## config.mk

```make
export PLATFORM = sky130hd
export DESIGN_NAME = multicycle_control_flat
export DESIGN_NICKNAME = d
export VERILOG_FILES = /design/src/rtl/multicycle_control_if.sv /design/src/rtl/multicycle_control.sv /design/src/flat_wrapper.sv
export SDC_FILE = /design/constraint.sdc
export NUM_CORES = 1
export LEC_CHECK = 0
export CAP_MARGIN = 25
export CORE_UTILIZATION = 46
export DETAILED_ROUTE_END_ITERATION = 12
export MAX_ROUTING_LAYER = met4
export PLACE_DENSITY = 0.9
export SLEW_MARGIN = 5
export SYNTH_ARGS = -nofsm -noshare
export SYNTH_HDL_FRONTEND = slang
export SYNTH_SLANG_ARGS = --single-unit
```

## constraint.sdc

```tcl
create_clock -name clk -period 3.1 [get_ports clk]
set_clock_uncertainty 0.15 [all_clocks]
set_input_delay 0.62 -clock clk [delete_from_list [all_inputs] [get_ports clk]]
set_output_delay 0.62 -clock clk [all_outputs]
set_load 0.1 [all_outputs]
```

## src/rtl/multicycle_control_if.sv

```systemverilog
// Instruction/control bundle between the instruction source,
// the multi-cycle sequencer and the datapath.
interface multicycle_control_if #(
    parameter int RETIRE_W = 16
);
    logic                instr_valid;
    logic [31:0]         instr_in;
    logic                instr_ready;
    logic                mem_ready;
    logic [31:0]         instruction;
    logic                RegWrite;
    logic                ALUSrc;
    logic [3:0]          ALUop;
    logic                MemWrite;
    logic                MemRead;
    logic                MemtoReg;
    logic                done;
    logic                illegal;
    logic [RETIRE_W-1:0] retired;

    modport master (
        output instr_valid, instr_in, mem_ready,
        input  instr_ready, instruction, RegWrite, ALUSrc, ALUop,
        input  MemWrite, MemRead, MemtoReg, done, illegal, retired
    );

    modport slave (
        input  instr_valid, instr_in, mem_ready,
        output instr_ready, instruction, RegWrite, ALUSrc, ALUop,
        output MemWrite, MemRead, MemtoReg, done, illegal, retired
    );
endinterface

```

## src/rtl/multicycle_control.sv

```systemverilog
// Multi-cycle control sequencer: IDLE/DECODE/EXEC/MEM/WB for
// R-type, I-type ALU, lw and sw.
module multicycle_control #(
    parameter int RETIRE_W = 16
) (
    input  logic clk,
    input  logic rst_n,
    multicycle_control_if.slave bus
);
    localparam logic [2:0] IDLE   = 3'd0;
    localparam logic [2:0] DECODE = 3'd1;
    localparam logic [2:0] EXEC   = 3'd2;
    localparam logic [2:0] MEM    = 3'd3;
    localparam logic [2:0] WB     = 3'd4;

    logic [2:0]          state;
    logic [2:0]          state_nx;
    logic [31:0]         instr_q;
    logic [RETIRE_W-1:0] retired_q;

    logic [6:0] opcode;
    logic [2:0] funct3;
    logic [6:0] funct7;
    logic [4:0] rd;
    logic       op_r;
    logic       op_i;
    logic       op_lw;
    logic       op_sw;
    logic [3:0] f3_op;
    logic       f3_ok;
    logic       legal;
    logic [3:0] dec_op;
    logic       dec_src;
    logic       in_exec;
    logic       retire;

    assign opcode = instr_q[6:0];
    assign rd     = instr_q[11:7];
    assign funct3 = instr_q[14:12];
    assign funct7 = instr_q[31:25];

    assign op_r  = (opcode == 7'b0110011);
    assign op_i  = (opcode == 7'b0010011);
    assign op_lw = (opcode == 7'b0000011);
    assign op_sw = (opcode == 7'b0100011);

    always_comb begin
        f3_ok = 1'b1;
        f3_op = 4'b0000;
        unique case (funct3)
            3'b000:  f3_op = 4'b0010;
            3'b111:  f3_op = 4'b0000;
            3'b110:  f3_op = 4'b0001;
            3'b010:  f3_op = 4'b0111;
            default: f3_ok = 1'b0;
        endcase
    end

    always_comb begin
        legal   = 1'b0;
        dec_op  = 4'b0000;
        dec_src = 1'b0;
        unique case (1'b1)
            op_r: begin
                dec_op = f3_op;
                if (funct7 == 7'b0000000) begin
                    legal = f3_ok;
                end else if (funct7 == 7'b0100000 && funct3 == 3'b000) begin
                    legal  = 1'b1;
                    dec_op = 4'b0110;
                end
            end
            op_i: begin
                legal   = f3_ok;
                dec_op  = f3_op;
                dec_src = 1'b1;
            end
            op_lw, op_sw: begin
                legal   = (funct3 == 3'b010);
                dec_op  = 4'b0010;
                dec_src = 1'b1;
            end
            default: ;
        endcase
    end

    // sw retires directly out of MEM, everything else out of WB
    assign retire = (state == WB)
                 || (state == MEM && op_sw && bus.mem_ready);

    always_comb begin
        state_nx = state;
        case (state)
            IDLE:    if (bus.instr_valid) state_nx = DECODE;
            DECODE:  state_nx = legal ? EXEC : IDLE;
            EXEC:    state_nx = (op_lw || op_sw) ? MEM : WB;
            MEM:     if (bus.mem_ready) state_nx = op_lw ? WB : IDLE;
            WB:      state_nx = IDLE;
            default: state_nx = IDLE;
        endcase
    end

    always_ff @(posedge clk or negedge rst_n) begin
        if (!rst_n) begin
            state     <= IDLE;
            instr_q   <= '0;
            retired_q <= '0;
        end else begin
            state <= state_nx;
            if (state == IDLE && bus.instr_valid) instr_q <= bus.instr_in;
            if (retire) retired_q <= retired_q + 1'b1;
        end
    end

    assign in_exec = (state == EXEC) || (state == MEM) || (state == WB);

    assign bus.instr_ready = (state == IDLE);
    assign bus.instruction = instr_q;
    assign bus.ALUSrc      = in_exec & dec_src;
    assign bus.ALUop       = in_exec ? dec_op : 4'b0000;
    assign bus.MemRead     = (state == MEM) && op_lw;
    assign bus.MemWrite    = (state == MEM) && op_sw;
    assign bus.RegWrite    = (state == WB) && (rd != 5'd0);
    assign bus.MemtoReg    = (state == WB) && op_lw;
    assign bus.done        = retire;
    assign bus.illegal     = (state == DECODE) && !legal;
    assign bus.retired     = retired_q;
endmodule

```

## src/flat_wrapper.sv

```systemverilog
// flat-port wrapper written by rule: the top's interface ports become plain ports
module multicycle_control_flat 
#(
    parameter int RETIRE_W = 16
)
  (clk, rst_n, bus_instr_valid, bus_instr_in, bus_mem_ready, bus_instr_ready, bus_instruction, bus_RegWrite, bus_ALUSrc, bus_ALUop, bus_MemWrite, bus_MemRead, bus_MemtoReg, bus_done, bus_illegal, bus_retired);
  multicycle_control_if #(.RETIRE_W(RETIRE_W)) bus_i ();
  input  logic clk;
  input  logic rst_n;
  input wire logic [$bits(bus_i.instr_valid)-1:0] bus_instr_valid;
  input wire logic [$bits(bus_i.instr_in)-1:0] bus_instr_in;
  input wire logic [$bits(bus_i.mem_ready)-1:0] bus_mem_ready;
  output wire logic [$bits(bus_i.instr_ready)-1:0] bus_instr_ready;
  output wire logic [$bits(bus_i.instruction)-1:0] bus_instruction;
  output wire logic [$bits(bus_i.RegWrite)-1:0] bus_RegWrite;
  output wire logic [$bits(bus_i.ALUSrc)-1:0] bus_ALUSrc;
  output wire logic [$bits(bus_i.ALUop)-1:0] bus_ALUop;
  output wire logic [$bits(bus_i.MemWrite)-1:0] bus_MemWrite;
  output wire logic [$bits(bus_i.MemRead)-1:0] bus_MemRead;
  output wire logic [$bits(bus_i.MemtoReg)-1:0] bus_MemtoReg;
  output wire logic [$bits(bus_i.done)-1:0] bus_done;
  output wire logic [$bits(bus_i.illegal)-1:0] bus_illegal;
  output wire logic [$bits(bus_i.retired)-1:0] bus_retired;
  assign bus_i.instr_valid = bus_instr_valid;
  assign bus_i.instr_in = bus_instr_in;
  assign bus_i.mem_ready = bus_mem_ready;
  assign bus_instr_ready = bus_i.instr_ready;
  assign bus_instruction = bus_i.instruction;
  assign bus_RegWrite = bus_i.RegWrite;
  assign bus_ALUSrc = bus_i.ALUSrc;
  assign bus_ALUop = bus_i.ALUop;
  assign bus_MemWrite = bus_i.MemWrite;
  assign bus_MemRead = bus_i.MemRead;
  assign bus_MemtoReg = bus_i.MemtoReg;
  assign bus_done = bus_i.done;
  assign bus_illegal = bus_i.illegal;
  assign bus_retired = bus_i.retired;
  multicycle_control #(.RETIRE_W(RETIRE_W)) u_core (.clk(clk), .rst_n(rst_n), .bus(bus_i));
endmodule
```

# After elaboration in Yosys (flattened, before gate mapping)
# Index checks and enable logic that the tools add are counted.
[word_totals] register_bits=51 in_bits=36 output_inout_bits=60 wordCells=56
[classes] add_sub_neg=1 eq_ne=14 n_mux=16 bitwise_logic=1 n_reduce_logical=21
[op_table] op="7-bit by 6-bit == test with 1-bit output (second input constant)" count=3
[op_table] op="16-bit by 1-bit adder with 16-bit output (second input constant)" count=1
[op_table] op="3-bit two-way mux" count=5
[op_table] op="3-bit case mux with 4 select lines" count=1
[op_table] op="4-bit case mux with 3 select lines" count=1
[op_table] op="3-bit by 2-bit == test with 1-bit output (second input constant)" count=3
[op_table] op="3-bit == test (second input constant)" count=3
[op_table] op="3-bit case mux with 3 select lines" count=1
[op_table] op="1-bit logical AND" count=8
[op_table] op="4-bit two-way mux" count=2
[op_table] op="7-bit by 2-bit == test with 1-bit output (second input constant)" count=1
[op_table] op="7-bit by 5-bit == test with 1-bit output (second input constant)" count=1
[op_table] op="7-bit zero test" count=1
[op_table] op="3-bit zero test" count=2
[op_table] op="5-bit nonzero test" count=1
[op_table] op="1-bit logical OR" count=4
[op_table] op="1-bit two-way mux" count=4
[op_table] op="2-bit inequality test (second input constant)" count=2
[op_table] op="4-bit OR reduction" count=1
[op_table] op="3-bit by 1-bit == test with 1-bit output (second input constant)" count=1
[op_table] op="1-bit case mux with 3 select lines" count=1
[op_table] op="3-bit OR reduction" count=1
[op_table] op="2-bit two-way mux" count=1
[op_table] op="2-bit AND reduction" count=1
[op_table] op="other kinds (3)" count=3

# Logic depth before layout (Yosys ltp)
[depth] depth_word=7 ltp_mapped=9 mapped_depth_nobuf=6

# Least setup slack after synthesis
# OpenSTA, ideal clock, no wires.
[synth_timing] kind="flip-flop to output port" from="register u_core.instr_q[5] (netlist: u_core.bus.instruction[5])" to="output port bus_illegal" arrival_time_ns=4.612 required_time_ns=2.330 path_slack_ns=-2.282 stages_incl_launch_ff=6 n_path_buf=1 cell_sequence="dfrtp_1 -> clkbuf_1 -> nand2_1 -> a31oi_1 -> a211oi_1 -> nor4b_1"
[synth_via] elab_chain_cells=5
[synth_rtl] element="from (decl)" line_no="multicycle_control.sv:18" text="logic [31:0] instr_q;"
[synth_rtl] element="from (signal assigned)" line_no="multicycle_control.sv:110" text="if (state == IDLE && bus.instr_valid) instr_q <= bus.instr_in;"
[synth_rtl] element="7-bit by 6-bit == test with 1-bit output or 7-bit by 2-bit == test with 1-bit output (tied branches)" line_no="multicycle_control.sv:45, multicycle_control.sv:44"
[synth_rtl] element="2-bit OR reduction"
[synth_rtl] element="1-bit case mux with 3 select lines *" line_no="multicycle_control.sv:63" text="unique case (1'b1)"
[synth_rtl] element="1-bit zero test *" line_no="multicycle_control.sv:126" text="assign bus.illegal = (state == DECODE) && !legal;"
[synth_rtl] element="1-bit logical AND *" line_no="multicycle_control.sv:126"
[synth_rtl] element="to (decl)" line_no="flat_wrapper.sv:22" text="output wire logic [$bits(bus_i.illegal)-1:0] bus_illegal;"
# Mark *: on every way between the ends. The rest lies on a longest branch, timed or not.

# Worst setup path in the final report
[layout_timing] from="register u_core.instr_q[26] (netlist: u_core.bus.instruction[26])" to="output port bus_illegal"
[layout_via] elab_chain_cells=7
[layout_rtl] element="7-bit by 6-bit == test with 1-bit output" line_no="multicycle_control.sv:68" text="end else if (funct7 == 7'b0100000 && funct3 == 3'b000) begin"
[layout_rtl] element="1-bit logical AND" line_no="multicycle_control.sv:68"
[layout_rtl] element="1-bit two-way mux" line_no="multicycle_control.sv:68"
[layout_rtl] element="1-bit two-way mux *" line_no="multicycle_control.sv:66" text="if (funct7 == 7'b0000000) begin"
[layout_rtl] element="1-bit case mux with 3 select lines *" line_no="multicycle_control.sv:63"
[layout_rtl] element="1-bit zero test *" line_no="multicycle_control.sv:126"
[layout_rtl] element="1-bit logical AND *" line_no="multicycle_control.sv:126"
# Marked as above.

==> summary.md <==
| Metric | Value |
|---|---|
| Average routed wire per standard cell | 15.1 um |
| Detailed placer's ending HPWL | around 4100 um |
| Share of synthesized area occupied by flip-flops and latches | about 55% |
| DRT antenna net count | 0 |
| Critical path capture point | bus_illegal |
| Clock latency on the worst-skew pair | about 0.3 ns |
| Layout cell share with drive strength beyond 1 | 42.4% |
| Die X-Extent | approximately 73 um |
| Quantity of I/O buffers inserted on ports | 94 |
| Minimum hold slack | about 0.15 ns |
| Total of hold buffers inserted after clock tree synthesis | 0 |
| Final instance area | 3380 sq um |
| Sequence of cells on the critical path | nor4_1 -> a31oi_1 -> a211oi_1 -> nor4b_4 -> buf_12 |
| Total standard cell area after synthesis | 2320 sq um |
| Final WL | 5290 um |
| Worst path depth | 5 |
| Required time of the critical path | 2.33 ns |
| Ant. Diodes | 0 |
| Outcome | completed |
| Static Leakage | ~1.5 nW |
| Total of endpoints with negative setup slack in the final report | 0 |
| XOR/XNOR Fraction of Synth Area | approximately 6% |
| Family with the most delay on the worst path | compound AO/OA/AOI/OAI gates |
| Number of setup buffers added after CTS | 0 |
| Depth of the worst register-to-register path | 5 |
| Number of vias in the routed layout | approximately 1,800 |
| Yosys warnings | 0 |
| # nets final | 319 |
| Most common library cell in the layout ignoring fill and taps | buf_4 |
| Number of standard cells in the layout, taps in and fillers out | 350 |
| Post-synth ARST share | 100% |
| PwrDens | between 600 and 700 nW/um^2 |
| Clock tree root driver cell | clkbuf_8 |
| Slew @ Worst Pin | 0.563 ns |
| Share of synthesized cell area in and, or, nand and nor gates | ~16% |
| Synth area leader | dfrtp_1 |
| Minimum setup slack after placement | about 0.37 ns |
| Critical path fanouts, max | 3 |
| Initial antenna violation count | 0 |
| Post-synthesis register bit count | between 50 and 60 |
| Core outline area | between 4000 and 5000 sq um |
| Category of the worst setup path capture point | primary output |
| Clock sink total | between 50 and 60 |
| Slowest stage cell, crit path | a211oi_1 |
| FF-to-FF End | u_core.bus.retired[8] |
| Net Count, Synth | ~230 |
| Worst-case register-to-register setup slack | around 1.1 ns |
| Worst slew margin | 62.2% |
| Post-synthesis compound-gate area fraction | approximately 3.4% |
| Placed Instance Area | between 3000 and 4000 sq um |
| Storage element area | approximately 1300 sq um |
| Congestion Overflow GR | 0 |
| H-Tree Depth | 2 |
| I/O pin count | 96 |
| Post-route minimum period | around 2.8 ns |
| Syn_area_per_cell | 12.3 sq um |
| Resized cells post-CTS | 0 |
| Crit path DAT | just under 2 ns |
| Final hold vios | 0 |
| Bufs on Longest Clock Path | 2 |
| Final TNS setup | 0 ns |
| Initial DRC count | approximately 110 |
| Number of cells in the design after placement | 342 |
| Nature of the critical path startpoint | register |
| Most used flip-flop cell after synthesis | dfrtp_1 |
| Post-synth cell types | 39 |
| WS Path Type | reg2out |
| Max Clock Freq | approximately 360 MHz |
| Most frequent cells in the layout | buf_4, dfrtp_1, clkdlybuf4s50_1, mux2_2, nand2_1 |
| Buf+Inv Stages, Crit Path | 1 |
| Delay contributed by the slowest stage of the critical path | 0.48 ns |
| Die Ht | ~73 um |
| Length of the first detailed-routing pass in iterations | 4 |
| Fill count | 380 |
| TritonCTS clock tree | yes |
| Area share of the largest cell type after synthesis | 55.1% |
| Die outline area | approximately 5300 sq um |
| Largest vdd supply drop | 369 uV |
| Final worst slack | roughly 0.34 ns |
| Final critical-path share of the clock period | between 80 and 90% |
| Final count of pins violating max slew | 0 |
| Count of flip-flops with a built-in enable after synthesis | 0 |
| GRT Util Overall | between 20% and 30% |
| Total Power | 2.11 mW |
| Final core occ | a little over two thirds |
| Synthesized-area fraction occupied by adder cells | less than 1% |
| Clk pin slew, worst setup/hold paths | ~0.090 ns |
| Initial standard-cell utilization of the core | between 40% and 50% |
| Max-cap viol count | 0 |
| Weighted congestion at the end of routability-driven global placement | roughly 0.84 |
| First-pass GRT wire length | just over 8000 um |
| Setup crit start | u_core.bus.instruction[26] |
| Min-delay worst type | in2async |
| Largest net degree at the start of global routing | 26 |
| Cell Rows | 25 |
| Startpoint of the most critical register-to-register path | u_core.state[1] |
| Count of unresolved DRC violations after routing | 0 |
| Combinational family with the most area after synthesis | multiplexers |
| Mapped Cells | 188 |
| Setup repair after global routing missed its margin | no |
| Per-cell via count in the routed design | slightly above 5 |
| Combined area of the multi-input logic cells | just over 1000 sq um |
| Number of global-route vias before repair | 1,703 |
| Relative area change from synthesis to final layout | 46.1% |
| Share of synthesized area spent on multiplexers | between 10% and 20% |
| Dominant cells by area after synthesis | dfrtp_1, mux2_2, xnor2_1, nand4_1, nand2_1 |
| TritonCTS buffer count | 5 |
-- worst min-delay path by stage --
stage                                       from                          to  slack (ns)  cells past startpoint
after floorplan                            rst_n   u_core.bus.instruction[0]        0.17                      0
after detailed placement  u_core.bus.retired[15]      u_core.bus.retired[15]        0.32                      1
after CTS                                  rst_n  u_core.bus.instruction[23]        0.16                      1
after global routing                       rst_n       u_core.bus.retired[9]        0.17                      1
after global placement    u_core.bus.retired[15]      u_core.bus.retired[15]        0.31                      1
final                                      rst_n       u_core.bus.retired[8]        0.15                      1
-- final cells by class --
type | count | area share [%]
multi-input combinational | 124 | 30.6
tap | 67 | 2.48
inverter | 2 | 0.222
sequential | 51 | 37.9
clock buffer | 7 | 2.26
timing repair buffer | 98 | 26.4
clock inverter | 1 | 0.148
-- registers in the layout, indices dropped and copies added, names as in the netlist --
name,flops
u_core.state,3
u_core.bus.retired,16
u_core.bus.instruction,32
-- report_power, final --
group	internal (mW)	leakage [nW]	total [mW]	switching, mW
combinational	0.225	0.824	0.912	0.687
sequential	0.742	0.607	0.824	0.0825
clock	0.159	0.0422	0.369	0.210
-- cells in the mapped netlist (all sizes together) (2+ instances only) --
library cell / number
nor4b: 2
a31oi: 2
nand3: 4
inv: 2
nor2b: 2
buf: 9
mux2: 32
nor3b: 2
xor2: 4
nand2: 13
and3: 3
nor2: 11
a21oi: 6
dfrtp: 51
nand3b: 3
nand4: 9
nor3: 6
clkbuf: 2
xnor2: 11
-- layer usage --
| metal | track usage [%] | routed length (um) | vias up |
|---|---|---|---|
| met1 | 27.5 | 2290 | 861 |
| met2 | 34.9 | 2700 | 57 |
| met3 | 4.14 | 243 | 7 |
| met4 | 6.75 | 61 | 0 |
| met5 | - | 0 | - |
| li1 | - | - | 846 |
-- kinds of logic (layout without fill, tap and decap cells) --
group           Yosys count  count (layout)
buf+inv                  13             108
xor+xnor                 15              15
mux                      33              33
flops                    51              51
other cells               1               1
fa+ha+maj                 1               1
simple gates             61              61
compound gates           13              13
Power figures use the tool's default switching activity.
==> RTL change 1: new RTL, config.mk and constraints unchanged <==
`RETIRE_W` is set to 16 in 3 places; all go to 18.
--- a/src/rtl/multicycle_control_if.sv
+++ b/src/rtl/multicycle_control_if.sv
@@ -1,7 +1,7 @@
 // Instruction/control bundle between the instruction source,
 // the multi-cycle sequencer and the datapath.
 interface multicycle_control_if #(
-    parameter int RETIRE_W = 16
+    parameter int RETIRE_W = 18
 );
     logic                instr_valid;
     logic [31:0]         instr_in;
--- a/src/rtl/multicycle_control.sv
+++ b/src/rtl/multicycle_control.sv
@@ -1,7 +1,7 @@
 // Multi-cycle control sequencer: IDLE/DECODE/EXEC/MEM/WB for
 // R-type, I-type ALU, lw and sw.
 module multicycle_control #(
-    parameter int RETIRE_W = 16
+    parameter int RETIRE_W = 18
 ) (
     input  logic clk,
     input  logic rst_n,
--- a/src/flat_wrapper.sv
+++ b/src/flat_wrapper.sv
@@ -1,7 +1,7 @@
 // flat-port wrapper written by rule: the top's interface ports become plain ports
 module multicycle_control_flat 
 #(
-    parameter int RETIRE_W = 16
+    parameter int RETIRE_W = 18
 )
   (clk, rst_n, bus_instr_valid, bus_instr_in, bus_mem_ready, bus_instr_ready, bus_instruction, bus_RegWrite, bus_ALUSrc, bus_ALUop, bus_MemWrite, bus_MemRead, bus_MemtoReg, bus_done, bus_illegal, bus_retired);
   multicycle_control_if #(.RETIRE_W(RETIRE_W)) bus_i ();
Ports: changed (resized bus_retired); port bits go from 96 to 98. No check against the original RTL was run, so the function may have changed too.
==> RTL change 1 against the original RTL <==
- largest power group unchanged
- cell area is 8.4% higher
- sequential power is 2% higher
- sequential cell count is 2 higher
- power is 0.54% higher
- synthesized cell count is 8.5% higher
- register-to-register slack worse by 0.51 ns
- setup slack worse by 0.23 ns
- synthesized area is 5.2% higher
- critical path type unchanged
- routed wire length is 9.7% higher
==> RTL change 1: results (changes against the original RTL) <==
Area contributors post-synth dfrtp_1 54%, mux2_2 15%, xnor2_1 5.7%; Netlist cell types 32 (-18%); area of all sequential standard cells 1340 µm² (+4.6%); Reg2Reg Setup Slack 0.54 ns (-0.51 ns); CTS sink count 53 (+3.9%); Final Wtd Congestion 0.872 (+3.7%); status finished clean; drt via density 5.23 (+3.4%); first-pass GRT wire length 9220 µm (+11%); share of cells above drive strength 1 0.436 (+0.0120); Non-clk bufs 101 (+3.1%); worst setup path startpoint u_core.bus.instruction[2]; peak supply drop 0.000303 V (-18%); TritonRoute pass-1 iters 6 (+2); Reg2Reg Capture Point u_core.bus.retired[5]; Post-Layout Cell Count 375 (+7.1%); Worst Path Arrival 2.22 ns (+0.23 ns); final hold slack 0.161 ns (+0.0149 ns); clock distribution area overhead in the final layout 0.0276 (+0.00359); I/O Buffers 96 (+2.1%); GRT Util Overall 0.228 (+0.0126); DRT iter0 DRCs 110 (+1.9%); Comb power 0.000864 W (-5.3%); CP max FO 5 (+2); Seq pwr share 0.395 (+0.004); Final nets 341 (+6.9%); Post-Syn Area 2440 µm² (+5.2%); Post-DP HPWL 4540 µm (+12%); vias in the first global route 1846 (+8.4%); Worst-Margin Slew 0.585 ns (+0.0220 ns); Inst Count DP 367 (+7.3%); sequential area share after synthesis 0.544 (-0.00661); pin count of the biggest net entering global routing 29 (+12%); Power Sequential 0.000837 W (+2%); Final WS setup 0.111 ns (-0.231 ns); Commonest cells post-synth 53 x dfrtp_1, 33 x mux2_2, 16 x xnor2_1; Place WS 0.364 ns (-0.00883 ns); Syn Inst Count 204 (+8.5%); WL final 5810 µm (+9.7%); internal power 0.00118 W (+5.0%)
RTL change 1: layer usage:
metal  track usage  wire length (µm)
met1         0.278              2370
met2         0.393              3150
met3        0.0388               220
met4        0.0587                67
met5             -                 0
RTL change 1: cells by family (layout without fill, tap and decap cells):
logic type / after synthesis / after routing / share of synthesized area
AO/OA/AOI/OAI: 12 / 12 / 0.0395
XOR/XNOR: 17 / 17 / 0.0611
adder cells (fa/ha/maj): 1 / 1 / 0.00513
buffers and inverters: 12 / 113 / 0.0221
flip-flops: 53 / 53 / 0.544
multiplexers: 33 / 33 / 0.152
other: 1 / 1 / 0.00154
AND/OR/NAND/NOR: 75 / 75 / 0.174
RTL change 1: critical path, cell delays in order, from the launching register on:
cell	delay, ns
dfrtp_4	0.49
or3b_1	0.52
nor3b_4	0.29
nand3_2	0.17
nor3_4	0.24
buf_12	0.20
==> RTL change 2: new RTL, same settings <==
Without the edit above. Reset style: synchronous (`rst_n`), changed in one clocked block.
--- a/src/rtl/multicycle_control.sv
+++ b/src/rtl/multicycle_control.sv
@@ -100,7 +100,7 @@
         endcase
     end
 
-    always_ff @(posedge clk or negedge rst_n) begin
+    always_ff @(posedge clk) begin
         if (!rst_n) begin
             state     <= IDLE;
             instr_q   <= '0;
Behaviour: differs if rst_n is asserted again (counterexample within 4 cycles, from zero or initial values and one cycle with rst_n low); with rst_n held inactive, the same outputs for 10 cycles.
==> RTL change 2 against the original RTL <==
- synthesized area up 4.0%
- critical path depth up 1
- setup slack worse by 0.17 ns
- sequential cell count unchanged
- first-iteration DRC count up 30%
- hold slack better by 0.17 ns
- routed wire length up 13%
- cell area up 4.1%
- critical path type unchanged
Power is not compared: it rests on default switching activity, and its combinational part moved more than twofold at a synthesized area within 25%.
==> RTL change 2: results (changes against the original RTL) <==
met1 WL 2560 µm (+12%); TritonRoute pass-1 iters 4 (unchanged); GRT Util Overall 0.242 (+0.0269); sequential area share after synthesis 0.424 (-0.127); post-synthesis adder-cell area fraction 0.00519 (-0.000207); Worst Path Arrival 2.16 ns (+0.17 ns); Post-DP HPWL 4500 µm (+11%); ANT cells 0 (unchanged); Num CTS Buffers 5 (unchanged); Commonest cells post-synth 79 x nand2_1, 51 x dfxtp_1, 33 x a21boi_0; Root Driver clkbuf_8; status finished clean; Leak 1.46 nW; max reg flops 32 (unchanged); pin count of the biggest net entering global routing 54 (+110%); CTS Buffer Depth 2 (unchanged); critical path's slowest cell or4_1; XOR/XNOR Fraction of Synth Area 0.0509 (-0.00905); Synth async-reset ratio 0 (-1.00); postcts setup bufs 0 (unchanged); post-synthesis mux area share 0.00467 (-0.155); clk slew on worst S/H paths 0.10 ns; DR vias 2263 (+28%); top sig layer met4; I/O Buffers 94 (unchanged); Final Wtd Congestion 0.798 (-5.1%); CP max FO 3 (unchanged); vias in the first global route 2189 (+29%); hold crit path type reg -> reg; slowest stage delay, CP 0.52 ns (+0.04 ns); H-tree levels 2 (unchanged); initial antenna violation count 0 (unchanged); DRT iter0 DRCs 140 (+30%); Routed met2 length 3000 µm (+11%); Netlist cell types 43 (+10%); CTS resizes 0 (unchanged); peak supply drop 0.000330 V; Final nets 413 (+29%); routed wl met3 379 µm (+56%); Area contributors post-synth dfxtp_1 42%, nand2_1 12%, a21boi_0 10%; YS warnings 0 (unchanged); share of cells above drive strength 1 0.271 (-0.153); WL final 5990 µm (+13%); Synth Net Count 324 (+44%); Top delay family on crit path simple AND/OR/NAND/NOR gates; first-pass GRT wire length 9960 µm (+20%); post-synthesis compound-gate area fraction 0.198 (+0.164); Skew-Pair Late Insertion Delay 0.30 ns (about the same)
-- RTL change 2: kinds of logic (layout without fill, tap and decap cells) --
kind of cell	Yosys count	in the layout
DFF	51	51
buffers and inverters	21	111
AOI/OAI and AO/OA	62	62
and+or+nand+nor	136	136
xor gates and xnor gates	14	14
adders and majority gates	1	1
muxes	1	1
other	1	1
-- RTL change 2: through the flow --
stage	TNS (ns)	std cells	setup WS [ns]	area, µm²	hold slack [ns]
2_1_floorplan	-0.0372	287	-0.0372	2470	0.424
4_1_cts	0	444	0.184	3520	0.323
6_report	0	444	0.175	3520	0.318
3_5_place_dp	0	436	0.537	3410	0.308
3_3_place_gp	0	436	0.582	3410	0.296
5_1_grt	0	444	0.0267	3520	0.354
-- RTL change 2: area by class of cell --
type / instances / area [µm²]
inverters: 3 / 11.3
well taps: 67 / 83.8
multi-input cells: 215 / 1340
clock inverters: 3 / 47.5
repair buffers: 100 / 938
flip-flops and latches: 51 / 1030
fillers: 402 / 1360
clock buffers: 5 / 68.8
-- RTL change 2: routing by layer --
layer	track usage	vias to the layer above
met5	-	-
met4	0.0671	0
met3	0.0664	4
met2	0.391	74
met1	0.296	1038
li1	-	1147
-- RTL change 2: final timing paths --
kind / start / slack, ns / endpoint / cells past startpoint
setup reg to reg: u_core.state[0] / 1.06 / u_core.bus.retired[11] / 6
setup / recovery: u_core.bus.instruction[26] / 0.17 / bus_illegal / 6
hold / removal: u_core.bus.instruction[22] / 0.32 / u_core.bus.instruction[22] / 2
hold reg to reg: u_core.bus.instruction[22] / 0.32 / u_core.bus.instruction[22] / 2
-- RTL change 2: power breakdown --
part	internal, W	switching (W)	total, W
Sequential	0.000681	0.0000240	0.000705
Clock	0.000245	0.000230	0.000475
Combinational	0.000105	0.000261	0.000366
Total	0.00103	0.000515	0.00155
